[src/rtl/display_mux.sv]
`default_nettype none
// ============================================================================
//  Module      : display_mux
//  Description : Time-multiplexes two hex digits onto a shared, active-low
//                seven-segment bus.  Each toggle of clk_div requests a swap
//                between the two displays.  Every swap passes through a
//                blanking interval of BLANK_CYCLES clocks with both displays
//                off, so a digit never ghosts onto the other display.
//  Ports       : clk      - system clock, rising-edge active
//                reset    - synchronous reset, active-low
//                clk_div  - divided-clock level; each edge requests a swap
//                s0, s1   - hex digits for display 0 / display 1
//                seg      - shared segments {g,f,e,d,c,b,a}, active-low
//                an0, an1 - display enables, active-low, never both low
//  Revision    : 1.0 - initial release
// ============================================================================
module display_mux #(
    parameter int BLANK_CYCLES = 4      // legal range 1..255
) (
    input  logic       clk,
    input  logic       reset,
    input  logic       clk_div,
    input  logic [3:0] s0,
    input  logic [3:0] s1,
    output logic [6:0] seg,
    output logic       an0,
    output logic       an1
);

    localparam logic [7:0] BLANK_LOAD = 8'(BLANK_CYCLES);
    localparam logic [6:0] SEG_OFF    = 7'b111_1111;

    typedef enum logic [1:0] {
        SHOW0   = 2'd0,
        BLANK01 = 2'd1,
        SHOW1   = 2'd2,
        BLANK10 = 2'd3
    } state_t;

    state_t     state_q, state_d;
    logic [7:0] cnt_q,   cnt_d;
    logic [3:0] dig0_q,  dig0_d;
    logic [3:0] dig1_q,  dig1_d;
    logic       clk_div_q;
    logic [6:0] seg_q,   seg_d;
    logic       an0_q,   an0_d;
    logic       an1_q,   an1_d;
    logic       tick;

    // Active-low hex glyphs, bit order {g,f,e,d,c,b,a}.
    function automatic logic [6:0] hex_decode(input logic [3:0] d);
        logic [6:0] g;
        case (d)
            4'h0:    g = 7'b100_0000;
            4'h1:    g = 7'b111_1001;
            4'h2:    g = 7'b010_0100;
            4'h3:    g = 7'b011_0000;
            4'h4:    g = 7'b001_1001;
            4'h5:    g = 7'b001_0010;
            4'h6:    g = 7'b000_0010;
            4'h7:    g = 7'b111_1000;
            4'h8:    g = 7'b000_0000;
            4'h9:    g = 7'b001_0000;
            4'hA:    g = 7'b000_1000;
            4'hB:    g = 7'b000_0011;
            4'hC:    g = 7'b100_0110;
            4'hD:    g = 7'b010_0001;
            4'hE:    g = 7'b000_0110;
            default: g = 7'b000_1110;
        endcase
        return g;
    endfunction

    // clk_div already lives in this clock domain, so a one-cycle delayed
    // copy is enough to detect both edges.
    assign tick = (clk_div != clk_div_q);

    always_comb begin
        state_d = state_q;
        cnt_d   = cnt_q;
        dig0_d  = dig0_q;
        dig1_d  = dig1_q;

        case (state_q)
            SHOW0: begin
                if (tick) begin
                    state_d = BLANK01;
                    cnt_d   = BLANK_LOAD;
                end
            end
            SHOW1: begin
                if (tick) begin
                    state_d = BLANK10;
                    cnt_d   = BLANK_LOAD;
                end
            end
            // Ticks are deliberately not looked at while blanking; a swap
            // request that lands here is simply dropped.  The <= 1 compare
            // also covers a (never expected) zero count.
            BLANK01: begin
                if (cnt_q <= 8'd1) begin
                    state_d = SHOW1;
                    dig1_d  = s1;
                end else begin
                    cnt_d = cnt_q - 8'd1;
                end
            end
            BLANK10: begin
                if (cnt_q <= 8'd1) begin
                    state_d = SHOW0;
                    dig0_d  = s0;
                end else begin
                    cnt_d = cnt_q - 8'd1;
                end
            end
            default: begin
                state_d = BLANK10;
                cnt_d   = BLANK_LOAD;
            end
        endcase

        // Outputs are derived from the next state so the registered outputs
        // change on the same edge as the state itself.
        seg_d = SEG_OFF;
        an0_d = 1'b1;
        an1_d = 1'b1;
        case (state_d)
            SHOW0: begin
                an0_d = 1'b0;
                seg_d = hex_decode(dig0_d);
            end
            SHOW1: begin
                an1_d = 1'b0;
                seg_d = hex_decode(dig1_d);
            end
            default: begin
                seg_d = SEG_OFF;
            end
        endcase
    end

    always_ff @(posedge clk) begin
        // Tracks clk_div even in reset, so no spurious tick after release.
        clk_div_q <= clk_div;
        if (!reset) begin
            state_q <= BLANK10;
            cnt_q   <= BLANK_LOAD;
            dig0_q  <= 4'h0;
            dig1_q  <= 4'h0;
            seg_q   <= SEG_OFF;
            an0_q   <= 1'b1;
            an1_q   <= 1'b1;
        end else begin
            state_q <= state_d;
            cnt_q   <= cnt_d;
            dig0_q  <= dig0_d;
            dig1_q  <= dig1_d;
            seg_q   <= seg_d;
            an0_q   <= an0_d;
            an1_q   <= an1_d;
        end
    end

    assign seg = seg_q;
    assign an0 = an0_q;
    assign an1 = an1_q;

endmodule
`default_nettype wire

[config.mk]
export PLATFORM = sky130hd
export DESIGN_NAME = display_mux
export DESIGN_NICKNAME = d
export VERILOG_FILES = /design/src/rtl/display_mux.sv
export SDC_FILE = /design/constraint.sdc
export NUM_CORES = 1
export LEC_CHECK = 0
export CAP_MARGIN = 20
export CELL_PAD_IN_SITES_DETAIL_PLACEMENT = 0
export CELL_PAD_IN_SITES_GLOBAL_PLACEMENT = 1
export CORE_ASPECT_RATIO = 0.6
export CORE_UTILIZATION = 42
export DETAILED_ROUTE_END_ITERATION = 10
export PLACE_DENSITY = 0.79
export SKIP_LAST_GASP = 1
export SYNTH_ARGS = -nofsm -noshare
export SYNTH_HDL_FRONTEND = slang
export SYNTH_SLANG_ARGS = --single-unit
export TNS_END_PERCENT = 30
[constraint.sdc]
create_clock -name clk -period 2.9 [get_ports clk]
set_input_delay 0.435 -clock clk [delete_from_list [all_inputs] [get_ports clk]]
set_output_delay 0.435 -clock clk [all_outputs]
set_load 0.05 [all_outputs]
==> results.yml, run 1 <==
clock_tree:
  insertion_delay_ps: 280
  path_clk_slew_ps: 110
  ctsHoldBuffers: 0
  clock_path_buffers: 2
  tritoncts: "yes"
  cts_num_sinks: 28
  cts_root_buffer: "clkbuf_8"
  htreeDepth: 1
  cts_setup_buffers: 0
  ctsResizeCount: 0
  cts_buffers: 3
detailed_routing:
  finalWirelength_mm: 5.682
  drtIter0Drc: 209
  wl_per_cell_microns: 15.96
  drt-pass1-iter-count: 5
  vias: 2054
  via_per_inst: 5.770
  drc_errors: 0
  drtAntennaViolNets: 0
setup_path:
  cp_slowest_cell: "or4_4"
  rr_worst_depth: 5
  startpoint_type: "register"
  worstPathRequired_ps: 3050
  critPathTopFamily: "simple AND/OR/NAND/NOR gates"
  cp-end-kind: "register"
  cp_num_cells: 5
  cp_slowest_stage_delay_ps: 680
  worstPathArrival_ps: 2700
  crit_top_cell: "or4_4"
  crit_path_cell_trace: "or4_4, or4_4, mux2i_1, a2111oi_0, o221ai_1"
  worstSetupPathType: "register to register"
  critPathMaxFanout: 18
  cp.buffers_inverters: 0
yosys:
  synthAdderAreaFrac_pct: 1.236
  ys.flop_type: "dfxtp_1"
  yosysTopAreaCellShare_pct: 27.69
  ys_warn_count: 0
  synth_seq_area_share_pct: 27.69
  syn_area_sq_um: 2024
  async_reset_ff_share_pct: 0
  synth-compound-area-share_pct: 21.08
  ys_top_cells_by_count: "dfxtp_1, nand2_1, nor2_1, a21oi_1, clkbuf_1"
  synth_xor_area_share_pct: 3.894
  yosys.area_share.simple_pct: 35.23
  synth-edff-count: 0
  avgSynthCellArea_sq_um: 7.308
  ys_types: 49
  yosys.area.top_type: "dfxtp_1"
  muxShareOfSynthArea_pct: 5.315
  synthCells: 277
  ys_top_cells_by_area: "dfxtp_1, a21oi_1, nand2_1, nor2_1, xnor2_1"
  ys_ff_latch: 28
  synth_top_family_by_area: "simple AND/OR/NAND/NOR gates"
  synth_nets: 290
cells_and_area:
  area_growth_pct: 17.37
  register_area_sq_um: 560.5
  final_nets: 307
  multi_input_area_sq_um: 1351
  fin_cells: 356
  fillerInstances: 438
  drive_gt1_share_pct: 9.215
  diodes: 0
floorplan:
  core_area_sq_um: 4612
  start_util_pct: 43.90
  die_h_microns: 55.78
  io_pins: 20
  die-area_sq_um: 5111
  die_w_microns: 91.63
  std_cell_rows: 19
flow_run:
  drv_cap: 0
sta:
  fmax_mhz: 391.8
  worst_slew_pin_slew_ps: 502.4
  slew_headroom_pct: 66.40
  post-route-min-period_ps: 2553
  timing_hold_violations_final: 0
  slew_violations: 0
  hold_slack_ps: 538.5
  worst_slack_ps: 347.4
  setup_viol: 0
  final.setup.tns_ps: 0
  fin_crit_sh_pct: 88.02
  rsz0062_at_grt: "false"
  finClkSkew_ps: 8.542
grt:
  grtUsageTotal_pct: 23.71
  first_global_vias: 1774
  grt_pass1_wl_mm: 9.459
  grt_max_degree: 19
  grt-ovfl-total: 0
  antenna_found_initial: 0
power:
  power.density_nw_per_um2: 926.6
  p_leak_nw: 0.8217
  vdd_drop_max_mv: 0.4216
place:
  gp_congestion: 0.8973
  dp_worst_setup_slack_ps: 384.2
  dp.cells: 352
  io_buffers: 19
  detailed_place_hpwl_mm: 4.228
outcome:
  status: "finished clean"
min_path:
  hold_path_depth: 1
  hp-class: "register to register"
==> placed cells by master (no fill, tap or decap), drive strengths merged, types with 6 or more instances in the layout <==
cell           count
nand2             28
dfxtp             28
nor2              24
a21oi             23
clkdlybuf4s50     19
nand3             13
nor3              12
buf               12
nand2b            10
o21ai             10
nor2b              9
inv                8
xnor2              8
nor3b              7
mux2               6
or3                6
o211ai             6
==> sequential cells by signal (all words and copies together), names as in the netlist <==
signal	flops
an0	1
an1	1
clk_div_q	1
cnt_q	8
dig0_q	4
dig1_q	4
seg	7
state_q	2
==> per-layer routing <==
layer	part of all wire [%]	global-route usage [%]
met4	0.46	3.401
met5	0	0
met3	9.1	5.601
met2	37	29.65
met1	53	39.76
==> report_power, final <==
| part | internal, W | total [W] | switching, W |
|---|---|---|---|
| sequential | 0.000514 | 0.000635 | 0.000121 |
| clock | 0.000185 | 0.000317 | 0.000132 |
| combinational | 0.000508 | 0.00125 | 0.000741 |
| total | 0.00121 | 0.00220 | 0.000994 |
==> stage by stage <==
stage / instance area (sq um) / power (W) / util [%]
final: 2376 / 0.002202 / 51.52
after global routing: 2376 / 0.002340 / 51.52
after CTS: 2376 / 0.002194 / 51.52
after detailed placement: 2305 / 0.001863 / 49.97
after global placement: 2305 / 0.001884 / 49.97
after floorplan: 2024 / 0.001511 / -
==> worst register-to-register path: stages (launching register included) <==
cell and delay [ps]:
dfxtp_1 370, or4_4 580, or4_4 680, mux2i_1 160, a2111oi_0 440, o221ai_1 190
==> cells by family (layout without fill, tap and decap cells) <==
group | Yosys count | after routing
simple gates | 134 | 134
compound gates | 66 | 66
flops | 28 | 28
buf+inv | 28 | 44
mux | 10 | 10
xor+xnor | 9 | 9
fa+ha+maj | 2 | 2
==> cell type report <==
cell class,instances,area share [%]
sequential,28,23.59
multi-input combinational,221,56.87
clock buffer,3,1.738
inverter,9,1.422
tap,63,3.318
timing repair buffer,31,11.80
clock inverter,1,1.264
==> final timing paths <==
path	from	endpoint	slack [ps]
setup / recovery	cnt_q[4]	seg[5]	350
hold / removal	cnt_q[0]	cnt_q[0]	540
setup reg to reg	cnt_q[4]	seg[5]	350
hold reg to reg	cnt_q[0]	cnt_q[0]	540
Note: power is estimated with default switching activity, not from simulation.
==> run 2: changes to the inputs <==
--- a/config.mk
+++ b/config.mk
@@ -8,8 +8,9 @@
 export CAP_MARGIN = 20
 export CELL_PAD_IN_SITES_DETAIL_PLACEMENT = 0
 export CELL_PAD_IN_SITES_GLOBAL_PLACEMENT = 1
-export CORE_ASPECT_RATIO = 0.6
+export CORE_ASPECT_RATIO = 1.4
 export CORE_UTILIZATION = 42
+export CTS_CLUSTER_DIAMETER = 200
 export DETAILED_ROUTE_END_ITERATION = 10
 export PLACE_DENSITY = 0.79
 export SKIP_LAST_GASP = 1
==> results.yml, run 2 (synthesis results as in run 1) <==
power:
  internal-power_w: 0.001190
  p_sw_w: 0.0009652
  clkPwrFrac_pct: 14.5
  power.density_nw_per_um2: 919.1
  p_leak_nw: 0.8036
  switching_share_pct: 44.79
  pwr-share-comb_pct: 54.8
  sequentialPowerShare_pct: 30.7
  vdd_drop_max_mv: 0.5193
clock_tree:
  cts_num_sinks: 28
  clock_path_buffers: 2
  ctsResizeCount: 0
  cts_root_buffer: "clkbuf_8"
  insertion_delay_ps: 280
  cts_buffers: 3
  htreeDepth: 1
  cts_setup_buffers: 0
  tritoncts: "yes"
  ctsHoldBuffers: 0
  path_clk_slew_ps: 100
grt:
  grt_pass1_wl_mm: 8.997
  grtUsageTotal_pct: 22.94
  antenna_found_initial: 0
  grt-ovfl-total: 0
  grt_max_degree: 19
  first_global_vias: 1872
detailed_routing:
  drc_errors: 0
  drt-pass1-iter-count: 4
  drtAntennaViolNets: 0
  finalWirelength_mm: 5.421
  wl_per_cell_microns: 15.44
  vias: 2033
  via_per_inst: 5.792
  drtIter0Drc: 212
cells_and_area:
  fillerInstances: 473
  drive_gt1_share_pct: 7.958
  register_area_sq_um: 560.5
  regMostFlops: "cnt_q"
  area_growth_pct: 15.82
  final_cell_mix: "nand2_1, dfxtp_1, nor2_1"
  multi_input_area_sq_um: 1351
  final_nets: 303
  largest_register_ffs: 8
  diodes: 0
place:
  io_buffers: 19
  gp_congestion: 0.8245
  detailed_place_hpwl_mm: 4.017
min_path:
  hp-class: "register to register"
setup_path:
  critPathMaxFanout: 18
  startpoint_type: "register"
  worstSetupPathType: "register to register"
  cp-end-kind: "register"
  worstPathArrival_ps: 2670
  worstPathRequired_ps: 3050
sta:
  finClkSkew_ps: 4.651
  hold_slack_ps: 535.7
  timing_hold_violations_final: 0
  fmax_mhz: 397.1
  worst_slew_pin_slew_ps: 492.9
  fin_crit_sh_pct: 86.83
  final.setup.tns_ps: 0
  setup_viol: 0
  slew_headroom_pct: 67.03
  slew_violations: 0
  rsz0062_at_grt: "false"
  post-route-min-period_ps: 2518
floorplan:
  die_h_microns: 84.15
  start_util_pct: 44.28
  die-area_sq_um: 5106
  die_w_microns: 60.68
  io_pins: 20
  core_area_sq_um: 4572
  std_cell_rows: 29
outcome:
  status: "finished clean"
flow_run:
  drv_cap: 0
-- run 2: changes by cell type in the layout (fill, tap and decap cells not counted) --
cell / previous run / this run
buf_4: 12 / 8
-- run 2: power groups by stage --
stage / sequential (W) / combinational [W] / clock, W
3_5_place_dp: 0.000669 / 0.00118 / 0
2_1_floorplan: 0.000784 / 0.000727 / 0
6_report: 0.000662 / 0.00118 / 0.000312
4_1_cts: 0.000661 / 0.00118 / 0.000320
5_1_grt: 0.000684 / 0.00129 / 0.000331
3_3_place_gp: 0.000668 / 0.00118 / 0
-- run 2: worst max-delay path: stages, from the launching register on --
cell       delay (ps)
dfxtp_1           370
or4_4             580
or4_4             680
mux2i_1           150
a2111oi_0         410
o221ai_1          180
-- run 2: path summary, 6_finish.rpt --
kind                 start        to  slack (ps)  depth (start not counted)
setup reg to reg  cnt_q[4]    seg[5]         380                          5
hold / removal    cnt_q[0]  cnt_q[0]         540                          1
hold reg to reg   cnt_q[0]  cnt_q[0]         540                          1
setup / recovery  cnt_q[4]    seg[5]         380                          5
-- run 2: routing by layer --
layer / vias to the layer above / GRT usage [%] / part of all wire, %
li1: 1031 / - / -
met1: 941 / 29.47 / 44
met2: 50 / 38.66 / 50
met3: 11 / 2.619 / 4.0
met4: 0 / 7.851 / 2.1
met5: - / 0 / 0
-- run 2: stage by stage --
stage | worst slack (ps) | area [sq um] | utilization (%) | std cells | total power [W]
after floorplan | 560.2 | 2024 | - | 277 | 0.001511
after global placement | 445.6 | 2273 | 49.73 | 347 | 0.001845
after detailed placement | 406.5 | 2273 | 49.73 | 347 | 0.001846
after CTS | 363.7 | 2345 | 51.29 | 351 | 0.002163
after global routing | 220.6 | 2345 | 51.29 | 351 | 0.002303
final | 381.9 | 2345 | 51.29 | 351 | 0.002155
-- run 2: cell type report --
| type | instances | share of cell area, % |
|---|---|---|
| multi-input combinational | 221 | 57.63 |
| sequential | 28 | 23.91 |
| timing repair buffer | 27 | 10.67 |
| tap | 62 | 3.308 |
| clock buffer | 3 | 1.761 |
| inverter | 9 | 1.441 |
| clock inverter | 1 | 1.281 |
==> run 3: changes to the inputs <==
--- a/config.mk
+++ b/config.mk
@@ -9,10 +9,10 @@
 export CELL_PAD_IN_SITES_DETAIL_PLACEMENT = 0
 export CELL_PAD_IN_SITES_GLOBAL_PLACEMENT = 1
 export CORE_ASPECT_RATIO = 1.4
-export CORE_UTILIZATION = 42
+export CORE_UTILIZATION = 45
 export CTS_CLUSTER_DIAMETER = 200
 export DETAILED_ROUTE_END_ITERATION = 10
-export PLACE_DENSITY = 0.79
+export PLACE_DENSITY = 0.84
 export SKIP_LAST_GASP = 1
 export SYNTH_ARGS = -nofsm -noshare
 export SYNTH_HDL_FRONTEND = slang
==> constraint.sdc (replaced) <==
create_clock -name clk -period 3.1 [get_ports clk]
set_input_delay 0.465 -clock clk [delete_from_list [all_inputs] [get_ports clk]]
set_output_delay 0.465 -clock clk [all_outputs]
set_load 0.05 [all_outputs]
==> results.yml, run 3 (synthesis results as in run 1) <==
min_path:
  hp-class: "register to register"
  min_from: "cnt_q[1]"
grt:
  first_global_vias: 1876
  grtUsageTotal_pct: 23.99
  grt_max_degree: 19
  grt-ovfl-total: 0
  antenna_found_initial: 0
  grt_pass1_wl_mm: 8.894
cells_and_area:
  multi_input_area_sq_um: 1351
  largest_register_ffs: 8
  drive_gt1_share_pct: 6.993
  regMostFlops: "cnt_q"
  fillerInstances: 448
  final_nets: 300
  area_growth_pct: 14.59
  final_cell_mix: "nand2_1, dfxtp_1, nor2_1"
  register_area_sq_um: 560.5
  diodes: 0
clock_tree:
  ctsHoldBuffers: 0
  cts_root_buffer: "clkbuf_8"
  htreeDepth: 1
  insertion_delay_ps: 270
  cts_buffers: 3
  cts_num_sinks: 28
  tritoncts: "yes"
  ctsResizeCount: 0
  path_clk_slew_ps: 100
  clock_path_buffers: 2
  cts_setup_buffers: 0
outcome:
  status: "finished clean"
place:
  gp_congestion: 0.9141
  detailed_place_hpwl_mm: 3.992
  io_buffers: 19
power:
  internal-power_w: 0.001098
  p_sw_w: 0.0008961
  power.density_nw_per_um2: 859.8
  pwr-share-comb_pct: 54.8
  sequentialPowerShare_pct: 31.0
  switching_share_pct: 44.93
  clkPwrFrac_pct: 14.2
  vdd_drop_max_mv: 0.4812
  p_leak_nw: 0.7892
detailed_routing:
  vias: 2018
  drtAntennaViolNets: 0
  wl_per_cell_microns: 15.64
  drt-pass1-iter-count: 4
  finalWirelength_mm: 5.410
  drtIter0Drc: 145
  drc_errors: 0
  via_per_inst: 5.832
sta:
  worst_slew_pin_slew_ps: 581.3
  hold_slack_ps: 548.2
  post-route-min-period_ps: 2525
  slew_violations: 0
  rsz0062_at_grt: "false"
  setup_viol: 0
  slew_headroom_pct: 61.25
  fmax_mhz: 396.1
  finClkSkew_ps: 4.841
  timing_hold_violations_final: 0
  final.setup.tns_ps: 0
  fin_crit_sh_pct: 81.45
setup_path:
  worstSetupPathType: "register to register"
  worstPathArrival_ps: 2660
  critPathMaxFanout: 18
  startpoint_type: "register"
  crit_start: "cnt_q[4]"
  cp-end-kind: "register"
  rr_startpoint: "cnt_q[4]"
  worstPathRequired_ps: 3230
floorplan:
  start_util_pct: 47.37
  io_pins: 20
  std_cell_rows: 28
  core_area_sq_um: 4274
  die_w_microns: 58.69
  die-area_sq_um: 4775
  die_h_microns: 81.36
flow_run:
  drv_cap: 0
## run 3: cell count changes in the layout (fill, tap and decap cells not counted)
cell / change
buf_4: -3
## run 3: final timing paths
check        cells after the start  slack [ps]       end
max                              5         580    seg[5]
min                              2         550  cnt_q[1]
max reg2reg                      5         580    seg[5]
min reg2reg                      2         550  cnt_q[1]
## run 3: per-stage QoR
step | setup WS (ps) | std cells | utilization [%] | power, W | area (sq um)
floorplan | 760.2 | 277 | - | 0.001413 | 2024
global placement | 638.5 | 342 | 52.61 | 0.001705 | 2248
detailed placement | 629.6 | 342 | 52.61 | 0.001711 | 2248
CTS | 580.4 | 346 | 54.27 | 0.001999 | 2320
global route | 427.0 | 346 | 54.27 | 0.002136 | 2320
finish | 575.1 | 346 | 54.27 | 0.001995 | 2320
## run 3: worst max-delay path, cell delays in order (launching register included)
cell,delay [ps]
dfxtp_1,370
or4_4,580
or4_4,680
mux2i_1,150
a2111oi_0,420
o221ai_1,180
## run 3: power groups by stage
stage	Combinational [W]	Clock (W)	Sequential [W]
6_report	0.00109	0.000284	0.000618
5_1_grt	0.00119	0.000308	0.000636
4_1_cts	0.00109	0.000292	0.000616
3_5_place_dp	0.00109	0	0.000624
3_3_place_gp	0.00108	0	0.000623
2_1_floorplan	0.000680	0	0.000733
## run 3: layout make-up
cell class	instances	area share (%)
clock buffers	3	1.780
clock inverters	1	1.295
inverters	9	1.456
multi-input cells	221	58.25
flip-flops and latches	28	24.16
well taps	60	3.236
repair buffers	24	9.817
## run 3: per-layer routing
metal	routed length (microns)	part of all wire, %	global-route usage [%]	up-vias
met3	201	3.7	2.389	4
met2	2692	50	41.95	47
met1	2448	45	31.01	942
li1	-	-	-	1025
met5	0	0	0	-
met4	66	1.2	6.667	0
